--- src/rtl/btn_updown_counter.sv ---
// -----------------------------------------------------------------------------
// btn_updown_counter
//
// Up/down counter driven by three raw, bouncing, active-low push buttons.
// Each button is synchronized (2 flops), debounced with a per-channel
// stability counter, and edge-detected so that one physical press produces
// exactly one event. Events update a WIDTH-bit counter that either wraps or
// saturates at its limits; hitting a limit raises a one-cycle limit pulse.
//
// Ports
//   clk_i    in   1      single clock, rising edge
//   rst_i    in   1      asynchronous, active-high reset
//   btn_n_i  in   3      raw active-low buttons: [0]=up, [1]=down, [2]=clear
//   led_n_o  out  WIDTH  active-low copy of the count (always ~count_o)
//   count_o  out  WIDTH  current count
//   limit_o  out  1      pulse when an up/down event wraps or is blocked
// -----------------------------------------------------------------------------
module btn_updown_counter #(
  parameter int WIDTH           = 4,
  parameter int DEBOUNCE_CYCLES = 16,
  parameter bit WRAP            = 1'b1
) (
  input  logic             clk_i,
  input  logic             rst_i,
  input  logic [2:0]       btn_n_i,
  output logic [WIDTH-1:0] led_n_o,
  output logic [WIDTH-1:0] count_o,
  output logic             limit_o
);

  // Stability counter only has to reach DEBOUNCE_CYCLES-1.
  localparam int CW = (DEBOUNCE_CYCLES > 1) ? $clog2(DEBOUNCE_CYCLES) : 1;
  localparam logic [CW-1:0]    STAB_LAST  = CW'(DEBOUNCE_CYCLES - 1);
  localparam logic [CW-1:0]    STAB_ZERO  = {CW{1'b0}};
  localparam logic [CW-1:0]    STAB_ONE   = CW'(1);
  localparam logic [WIDTH-1:0] COUNT_MAX  = {WIDTH{1'b1}};
  localparam logic [WIDTH-1:0] COUNT_ZERO = {WIDTH{1'b0}};
  localparam logic [WIDTH-1:0] COUNT_ONE  = WIDTH'(1);

  logic [2:0]         sync_meta;
  logic [2:0]         sync_lvl;
  logic [2:0]         deb;
  logic [2:0]         deb_prev;
  logic [2:0]         deb_next;
  logic [2:0][CW-1:0] stab;
  logic [2:0][CW-1:0] stab_next;
  logic [2:0]         press;
  logic [WIDTH-1:0]   count_next;
  logic               limit_next;

  // A press is the rising edge of the debounced level only.
  assign press = deb & ~deb_prev;

  // Debounce: count consecutive cycles the synchronized level disagrees with
  // the accepted state. Because the level is one bit, any change of the
  // synchronized level while counting makes it agree again, which clears
  // the counter through the first branch.
  always_comb begin
    deb_next  = deb;
    stab_next = stab;
    for (int ch = 0; ch < 3; ch++) begin
      if (sync_lvl[ch] == deb[ch]) begin
        stab_next[ch] = STAB_ZERO;
      end else if (stab[ch] == STAB_LAST) begin
        deb_next[ch]  = sync_lvl[ch];
        stab_next[ch] = STAB_ZERO;
      end else begin
        stab_next[ch] = stab[ch] + STAB_ONE;
      end
    end
  end

  // Counter update with priority clear > (up and down) > up > down.
  always_comb begin
    count_next = count_o;
    limit_next = 1'b0;
    if (press[2]) begin
      count_next = COUNT_ZERO;
    end else if (press[0] && press[1]) begin
      count_next = count_o;
    end else if (press[0]) begin
      if (count_o == COUNT_MAX) begin
        limit_next = 1'b1;
        if (WRAP) begin
          count_next = COUNT_ZERO;
        end else begin
          count_next = COUNT_MAX;
        end
      end else begin
        count_next = count_o + COUNT_ONE;
      end
    end else if (press[1]) begin
      if (count_o == COUNT_ZERO) begin
        limit_next = 1'b1;
        if (WRAP) begin
          count_next = COUNT_MAX;
        end else begin
          count_next = COUNT_ZERO;
        end
      end else begin
        count_next = count_o - COUNT_ONE;
      end
    end else begin
      count_next = count_o;
    end
  end

  // Input synchronizers and debounce state; buttons are inverted on entry.
  always_ff @(posedge clk_i or posedge rst_i) begin
    if (rst_i) begin
      sync_meta <= 3'b000;
      sync_lvl  <= 3'b000;
      deb       <= 3'b000;
      deb_prev  <= 3'b000;
      stab      <= {3{STAB_ZERO}};
    end else begin
      sync_meta <= ~btn_n_i;
      sync_lvl  <= sync_meta;
      deb       <= deb_next;
      deb_prev  <= deb;
      stab      <= stab_next;
    end
  end

  // Registered outputs; the LED image is registered alongside the count so
  // the two can never disagree.
  always_ff @(posedge clk_i or posedge rst_i) begin
    if (rst_i) begin
      count_o <= COUNT_ZERO;
      led_n_o <= COUNT_MAX;
      limit_o <= 1'b0;
    end else begin
      count_o <= count_next;
      led_n_o <= ~count_next;
      limit_o <= limit_next;
    end
  end

endmodule

--- config.mk ---
export PLATFORM = sky130hd
export DESIGN_NAME = btn_updown_counter
export DESIGN_NICKNAME = d
export VERILOG_FILES = /design/src/rtl/btn_updown_counter.sv
export SDC_FILE = /design/constraint.sdc
export NUM_CORES = 1
export LEC_CHECK = 0
export CAP_MARGIN = 40
export CORE_MARGIN = 2
export CORE_UTILIZATION = 35
export CTS_CLUSTER_DIAMETER = 40
export CTS_CLUSTER_SIZE = 10
export DETAILED_ROUTE_END_ITERATION = 10
export GPL_ROUTABILITY_DRIVEN = 0
export GPL_TIMING_DRIVEN = 1
export PLACE_DENSITY_LB_ADDON = 0.1
export SETUP_SLACK_MARGIN = 0.02
export SKIP_CTS_REPAIR_TIMING = 1
export SLEW_MARGIN = 25
export SYNTH_ARGS = -nofsm -noshare
export SYNTH_HDL_FRONTEND = slang
export SYNTH_SLANG_ARGS = --single-unit
--- constraint.sdc ---
create_clock -name clk_i -period 2.5 [get_ports clk_i]
set_input_delay 0.5 -clock clk_i [delete_from_list [all_inputs] [get_ports clk_i]]
set_output_delay 0.5 -clock clk_i [all_outputs]
set_load 0.02 [all_outputs]
==> reports/qor.csv, run 1 <==
metric;value;unit
status;finished clean;
worst_hold_path_type;reg2reg;
power.density;671;nW/um2
cts_buffers;5;
slowest_stage;clkdlybuf4s50_1;
max_freq;518;MHz
gr-total-overflow;0;
end_kind;output port;
grt_max_degree;34;
critPathMaxFanout;9;
vias;954;
portBuffers;13;
crit_chain;clkdlybuf4s50_1;
post-place-ws;0.888;ns
dpl.hpwl;1.61;mm
hold_slack;0.348;ns
via_per_inst;4.97;
vdd_ir_drop_max;0.000342;V
grt_pass1_vias;891;
path_clk_slew;0.06;ns
insertion_delay;0.28;ns
grtUsageTotal;0.124;
setup_tns;0;ns
period_share;0.773;
ys_seq_elements;33;
rsz0062_at_grt;no;
ys_seq_area_frac;0.586;
synth_flop_cell;dfrtp_1;
period_needed;1.93;ns
finalMaxSlewViolations;0;
async_reset_ff_frac;1.00;
critPathLaunchType;flop;
setup_viol;0;
fin_ws;0.568;ns
drc;0;
fin_cells;192;
dp_cells;184;
power;0.00115;W
syn_to_final_growth;20.5;%
syn_avg_cell_area;11.8;um2
cp.required;2.00;ns
syn_inst;120;
drive_gt1_frac;0.127;
initial_utilization;0.360;
grt_pass1_wl;4.07;mm
synth_top_area_cell;dfrtp_1;
cts_tree;done;
drt-pass1-iter-count;5;
yosysMostFrequentCell;dfrtp_1;
leakage;0.748;nW
netlist.area_leader.share;0.511;
antenna_left;0;
slew_headroom;0.729;
finalWirelength;2.31;mm
die_w;67.7;um
cts_root_buffer;clkbuf_8;
num-nets-final;151;
clockBufferDepth;2;
path_class;reg2out;
hold_violations;0;
cap_violations;0;
synth_common_cells;dfrtp_1 (29), inv_1 (10), a21oi_1 (8);
critical_path_arrival;1.43;ns
synth_edf_count;0;
wl_per_cell;12.0;um
crit_buf_inv;1;
fp-row-count;23;
synthesis.area;1420;um2
synthesis.nets;130;
die_area;4580;um2
clock_tree.htree_level_count;2;
fin_skew;0.00334;ns
synth.area.top_cells;dfrtp_1 (51%), dfstp_2 (7.4%), ha_1 (4.4%), xnor2_1 (3.7%), a21oi_1 (2.8%);
antenna_found_initial;0;
io_pins;14;
die_h;67.7;um
synth_cell_types;35;
path_delay_family;buffers and inverters;
synth_warnings;0;
num_antenna_cells;0;
max_stage_delay;0.66;ns
detail_route.iter0.violations;75;
worst_pin_slew;0.406;ns
cts_sinks;33;
core_area;3940;um2
==> report_power, final <==
part           total (W)  switching, W  internal [W]
sequential      0.000600     0.0000295      0.000571
combinational   0.000143     0.0000722     0.0000711
clock           0.000404      0.000180      0.000224
==> final cells by class <==
| cell class | instances | area, um2 |
|---|---|---|
| timing repair buffer | 14 | 138 |
| inverter | 10 | 37.5 |
| clock buffer | 8 | 90.1 |
| multi-input combinational | 77 | 551 |
| fill | 369 | 2230 |
| sequential | 33 | 831 |
| tap | 50 | 62.6 |
==> cell families (layout without fill, tap and decap cells) <==
| kind of cell | after synthesis | after routing | share of synthesized area |
|---|---|---|---|
| buffers and inverters | 10 | 32 | 0.0265 |
| adders and majority gates | 5 | 5 | 0.0441 |
| muxes | 3 | 3 | 0.0238 |
| and+or+nand+nor | 39 | 39 | 0.174 |
| xor gates and xnor gates | 6 | 6 | 0.0370 |
| DFF | 33 | 33 | 0.586 |
| AOI/OAI and AO/OA | 24 | 24 | 0.109 |
==> flip-flops by register name, summed over array words and instances, names as in the netlist <==
name / flops
deb_prev: 3
led_n_o: 4
sync_lvl: 3
deb: 3
count_o: 4
limit_o: 1
stab: 12
sync_meta: 3
==> layer usage <==
metal  vias up  global-route usage  share of wire
met4         0              0.0612          0.015
met5         -                   0              0
li1        465                   -              -
met2        24               0.190           0.49
met1       461               0.150           0.44
met3         4              0.0500          0.054
==> final timing paths <==
path | start | end | slack [ns] | cells past startpoint
max in group asynchronous | rst_i | led_n_o[1] | 1.57 | 3
hold / removal | sync_meta[1] | sync_lvl[1] | 0.35 | 0
hold reg to reg | sync_meta[1] | sync_lvl[1] | 0.35 | 0
min in group asynchronous | rst_i | sync_meta[2] | 0.60 | 3
setup reg to reg | count_o[0] | count_o[2] | 0.86 | 5
setup / recovery | count_o[0] | count_o[0] | 0.57 | 1
==> cells in the final DEF (no fill, tap or decap), types with 2 or more instances in the layout <==
cell type and count:
nand3_1 6, clkbuf_1 2, inv_1 10, xnor2_1 6, clkbuf_8 6, a21oi_1 8
nand2_1 3, nand2b_1 3, nor3b_1 2, and3_1 3, dfstp_2 4, mux2_2 3
nor2b_1 4, a211oi_1 3, o21ai_1 2, o21ai_0 3, nand4b_1 3, ha_1 5
clkdlybuf4s50_1 13, dfrtp_1 29, nor2_1 5, or3_1 2
==> per-stage QoR <==
step	utilization	instance area, um2
2_1_floorplan	-	1420
6_report	0.434	1710
4_1_cts	0.434	1710
3_5_place_dp	0.411	1620
5_1_grt	0.434	1710
3_3_place_gp	0.411	1620
Power figures use the tool's default switching activity.
==> run 2: changes to the inputs <==
Clock period 2.5 ns to 1.55 ns, I/O delays scaled along.
==> reports/qor.csv, run 2 (synthesized netlist as in run 1, its figures left out) <==
metric;value;unit;change
status;finished clean;;unchanged
post-place-ws;0.0501;ns;was 0.888 ns
clock_tree.htree_level_count;2;;unchanged
rsz0062_at_grt;no;;unchanged
m1WireLength;992;um;was 1.03 mm
num_antenna_cells;0;;unchanged
path_class;reg2reg;;was reg2out
initial_utilization;0.360;;unchanged
max_stage_delay;0.41;ns;was 0.66 ns
path_clk_slew;0.06;ns;about the same
drive_gt1_frac;0.167;;was 0.127
period_needed;1.48;ns;
dp_cells;186;;was 184
regToRegSetupSlack;0.07;ns;was 0.86 ns
leakage;0.846;nW;was 0.748 nW
layout_common_cells;dfrtp_1 (27), inv_1 (10), dlymetal6s2s_1 (9);;was dfrtp_1 (29), clkdlybuf4s50_1 (13), inv_1 (10)
gr-total-overflow;0;;unchanged
die_area;4580;um2;unchanged
grt_max_degree;21;;was 34
slowest_stage;dfrtp_2;;was clkdlybuf4s50_1
end_kind;flop;;was output port
grt_pass1_wl;4.15;mm;was 4.07 mm
slew_headroom;0.758;;was 0.729
cts_buffers;5;;unchanged
wl_met2;1.09;mm;was 1.13 mm
clockBufferDepth;2;;unchanged
worst_hold_path_type;in2async;;was reg2reg
top_register;stab;;unchanged
die_h;67.7;um;unchanged
period_share;0.952;;
grt_pass1_vias;956;;was 891
setup_tns;0;ns;unchanged
wl_met3;127;um;was 124 um
crit_chain;inv_1 -> ha_2 -> and3_4 -> or3_1 -> and3_1;;was clkdlybuf4s50_1
largest_reg_flops;12;;unchanged
core_area;3940;um2;unchanged
worst_pin_slew;0.360;ns;was 0.406 ns
path_delay_family;simple AND/OR/NAND/NOR gates;;was buffers and inverters
drc;0;;unchanged
syn_to_final_growth;23.6;%;was 20.5%
cts_sinks;33;;unchanged
mostFrequentLayoutCell;dfrtp_1;;unchanged
num-nets-final;153;;was 151
cts_tree;done;;unchanged
fin_ws;0.0745;ns;was 0.568 ns
io_pins;14;;unchanged
critical_path_arrival;1.64;ns;was 1.43 ns
antenna_found_initial;0;;unchanged
detail_route.iter0.violations;35;;was 75
critPathMaxFanout;7;;was 9
cap_violations;0;;unchanged
finalMaxSlewViolations;0;;unchanged
power.density;1050;nW/um2;was 671 nW/um2
crit_buf_inv;1;;unchanged
largestRegisters;stab x12, count_o x4, led_n_o x4;;unchanged
finalWirelength;2.27;mm;was 2.31 mm
fin_skew;0.00607;ns;was 0.00334 ns
fin_cells;194;;was 192
cts_root_buffer;clkbuf_8;;unchanged
portBuffers;13;;unchanged
dpl.hpwl;1.70;mm;was 1.61 mm
setup_viol;0;;unchanged
max_freq;678;MHz;
hold_violations;0;;unchanged
die_w;67.7;um;unchanged
critPathLaunchType;flop;;unchanged
fp-row-count;23;;unchanged
insertion_delay;0.28;ns;about the same
power;0.00184;W;was 0.00115 W
vias;949;;was 954
vdd_ir_drop_max;0.000600;V;was 0.000342 V
via_per_inst;4.89;;was 4.97
cp.required;1.71;ns;was 2.00 ns
antenna_left;0;;unchanged
grtUsageTotal;0.126;;was 0.124
drt-pass1-iter-count;4;;was 5
top_layer;met4;;unchanged
wl_per_cell;11.7;um;was 12.0 um
## run 2: changes by cell type in the layout (fill, tap and decap cells not counted), sizes merged
cell	change
dlymetal6s2s	+9
clkdlybuf4s50	-9
buf	+2
## run 2: metal layers
metal / vias to the layer above / global-route usage
met2: 16 / 0.211
li1: 469 / -
met1: 458 / 0.135
met4: 0 / 0.0689
met3: 6 / 0.0500
met5: - / 0
## run 2: metrics by stage
step                      area, um2  utilization  hold WS, ns
after floorplan                1420            -        0.331
after global placement         1640        0.415        0.332
after detailed placement       1640        0.415        0.336
after CTS                      1730        0.438        0.348
after global routing           1750        0.445        0.356
final                          1750        0.445        0.348
## run 2: worst register-to-register path: stages, from the launching register on
cell	delay, ns
dfrtp_2	0.41
inv_1	0.09
ha_2	0.19
and3_4	0.15
or3_1	0.35
and3_1	0.17
## run 2: final cells by class
cell class                 count  area [um2]
timing repair buffer          16         175
sequential                    33         833
clock buffer                   8        90.1
inverter                      10        37.5
multi-input combinational     77         556
fill                         375        2190
tap                           50        62.6
## run 2: final timing paths
kind                         startpoint      endpoint  depth (start not counted)
max in group asynchronous         rst_i  sync_meta[0]                          3
min in group clk_i         sync_meta[2]   sync_lvl[2]                          0
setup / recovery             count_o[1]    count_o[2]                          5
hold reg to reg            sync_meta[2]   sync_lvl[2]                          0
hold / removal                    rst_i    count_o[1]                          3
setup reg to reg             count_o[1]    count_o[2]                          5
## run 2: power breakdown
part           switching (W)  internal [W]
registers          0.0000458      0.000923
logic               0.000119      0.000117
clock network       0.000273      0.000361
total               0.000437       0.00140
==> run 3: changes to the inputs <==
Settings changed: CORE_UTILIZATION 35 to 49.
==> reports/qor.csv, run 3 (synthesized netlist as in run 1, its figures left out) <==
metric;value;unit;change
rsz0062_at_grt;no;;unchanged
vias;980;;was 949
core_area;2760;um2;was 3940 um2
syn_to_final_growth;21.4;%;was 23.6%
worst_pin_slew;0.361;ns;was 0.360 ns
antenna_found_initial;0;;unchanged
max_freq;678;MHz;about the same
drc;0;;unchanged
via_per_inst;5.54;;was 4.89
leakage;0.846;nW;about the same
layout_common_cells;dfrtp_1 (27), inv_1 (9), dlymetal6s2s_1 (9);;was dfrtp_1 (27), inv_1 (10), dlymetal6s2s_1 (9)
cts_root_buffer;clkbuf_4;;was clkbuf_8
antenna_left;0;;unchanged
status;finished clean;;unchanged
clockBufferDepth;2;;unchanged
fp-row-count;19;;was 23
insertion_delay;0.32;ns;was 0.28 ns
die_h;57.8;um;was 67.7 um
critPathMaxFanout;8;;was 7
top_register;stab;;unchanged
detail_route.iter0.violations;8;;was 35
m1WireLength;990;um;was 992 um
cts_buffers;5;;unchanged
drive_gt1_frac;0.199;;was 0.167
clock_tree.htree_level_count;2;;unchanged
wl_met2;1.22;mm;was 1.09 mm
nFillCells;237;;was 375
grtUsageTotal;0.162;;was 0.126
vdd_ir_drop_max;0.000724;V;was 0.000600 V
grt_pass1_vias;986;;was 956
fin_cells;177;;was 194
slew_headroom;0.758;;about the same
cts_tree;done;;unchanged
drt-pass1-iter-count;4;;unchanged
hold_violations;0;;unchanged
grt_max_degree;34;;was 21
power.density;974;nW/um2;was 1050 nW/um2
path_clk_slew;0.10;ns;was 0.06 ns
mostFrequentLayoutCell;dfrtp_1;;unchanged
period_needed;1.48;ns;about the same
dpl.hpwl;1.68;mm;was 1.70 mm
critical_path_arrival;1.69;ns;was 1.64 ns
grt_pass1_wl;4.02;mm;was 4.15 mm
finalMaxSlewViolations;0;;unchanged
finalWirelength;2.33;mm;was 2.27 mm
die_area;3340;um2;was 4580 um2
largestRegisters;stab x12, count_o x4, led_n_o x4;;unchanged
top_layer;met4;;unchanged
path_class;reg2reg;;unchanged
critPathLaunchType;flop;;unchanged
period_share;0.952;;about the same
portBuffers;13;;unchanged
num-nets-final;155;;was 153
wl_met3;80;um;was 127 um
dp_cells;165;;was 186
io_pins;14;;unchanged
wl_per_cell;13.1;um;was 11.7 um
fin_skew;0.00311;ns;was 0.00607 ns
power;0.00168;W;was 0.00184 W
num_antenna_cells;0;;unchanged
worst_hold_path_type;in2async;;unchanged
initial_utilization;0.515;;was 0.360
end_kind;flop;;unchanged
setup_viol;0;;unchanged
cp.required;1.77;ns;was 1.71 ns
largest_reg_flops;12;;unchanged
cap_violations;0;;unchanged
gr-total-overflow;0;;unchanged
cts_sinks;33;;unchanged
die_w;57.8;um;was 67.7 um
run 3: area by class of cell:
type | instances | area (um2) | area share
Clock buffer | 5 | 37.5 | 0.0218
Sequential cell | 33 | 833 | 0.484
Tap cell | 31 | 38.8 | 0.0225
Timing Repair Buffer | 18 | 203 | 0.118
Multi-Input combinational cell | 77 | 556 | 0.322
Clock inverter | 3 | 17.5 | 0.0102
Inverter | 10 | 37.5 | 0.0218
run 3: routing by layer:
layer	up-vias	track usage
li1	474	-
met1	488	0.180
met2	13	0.265
met3	5	0.0603
met4	0	0.0963
met5	-	0
run 3: where the power goes:
part / internal (W) / total [W] / switching, W
logic: 0.000140 / 0.000269 / 0.000129
registers: 0.000921 / 0.000964 / 0.0000426
clock network: 0.000171 / 0.000445 / 0.000274
total: 0.00123 / 0.00168 / 0.000446
run 3: worst max-delay path, cell delays in order, from the launching register on:
cell	delay (ns)
dfrtp_2	0.47
ha_1	0.25
and3_1	0.16
or3_1	0.32
and3_1	0.17
run 3: path summary, 6_finish.rpt:
kind / from / endpoint / slack, ns / cells past startpoint
min in group clk_i: sync_meta[0] / sync_lvl[0] / 0.36 / 0
setup / recovery: count_o[0] / count_o[2] / 0.07 / 4
hold / removal: rst_i / stab[1] / 0.31 / 3
max in group asynchronous: rst_i / led_n_o[2] / 1.00 / 3
hold reg to reg: sync_meta[0] / sync_lvl[0] / 0.36 / 0
setup reg to reg: count_o[0] / count_o[2] / 0.07 / 4
run 3: stage by stage:
step / hold slack (ns) / setup TNS [ns] / utilization / setup WS (ns) / cell area (um2)
final: 0.310 / 0 / 0.625 / 0.0749 / 1720
after floorplan: 0.331 / 0 / - / 0.0305 / 1420
after global routing: 0.319 / 0 / 0.625 / 0.00926 / 1720
after CTS: 0.302 / -1.68 / 0.604 / -0.227 / 1670
after global placement: 0.333 / 0 / 0.584 / 0.0768 / 1610
after detailed placement: 0.336 / 0 / 0.584 / 0.0182 / 1610
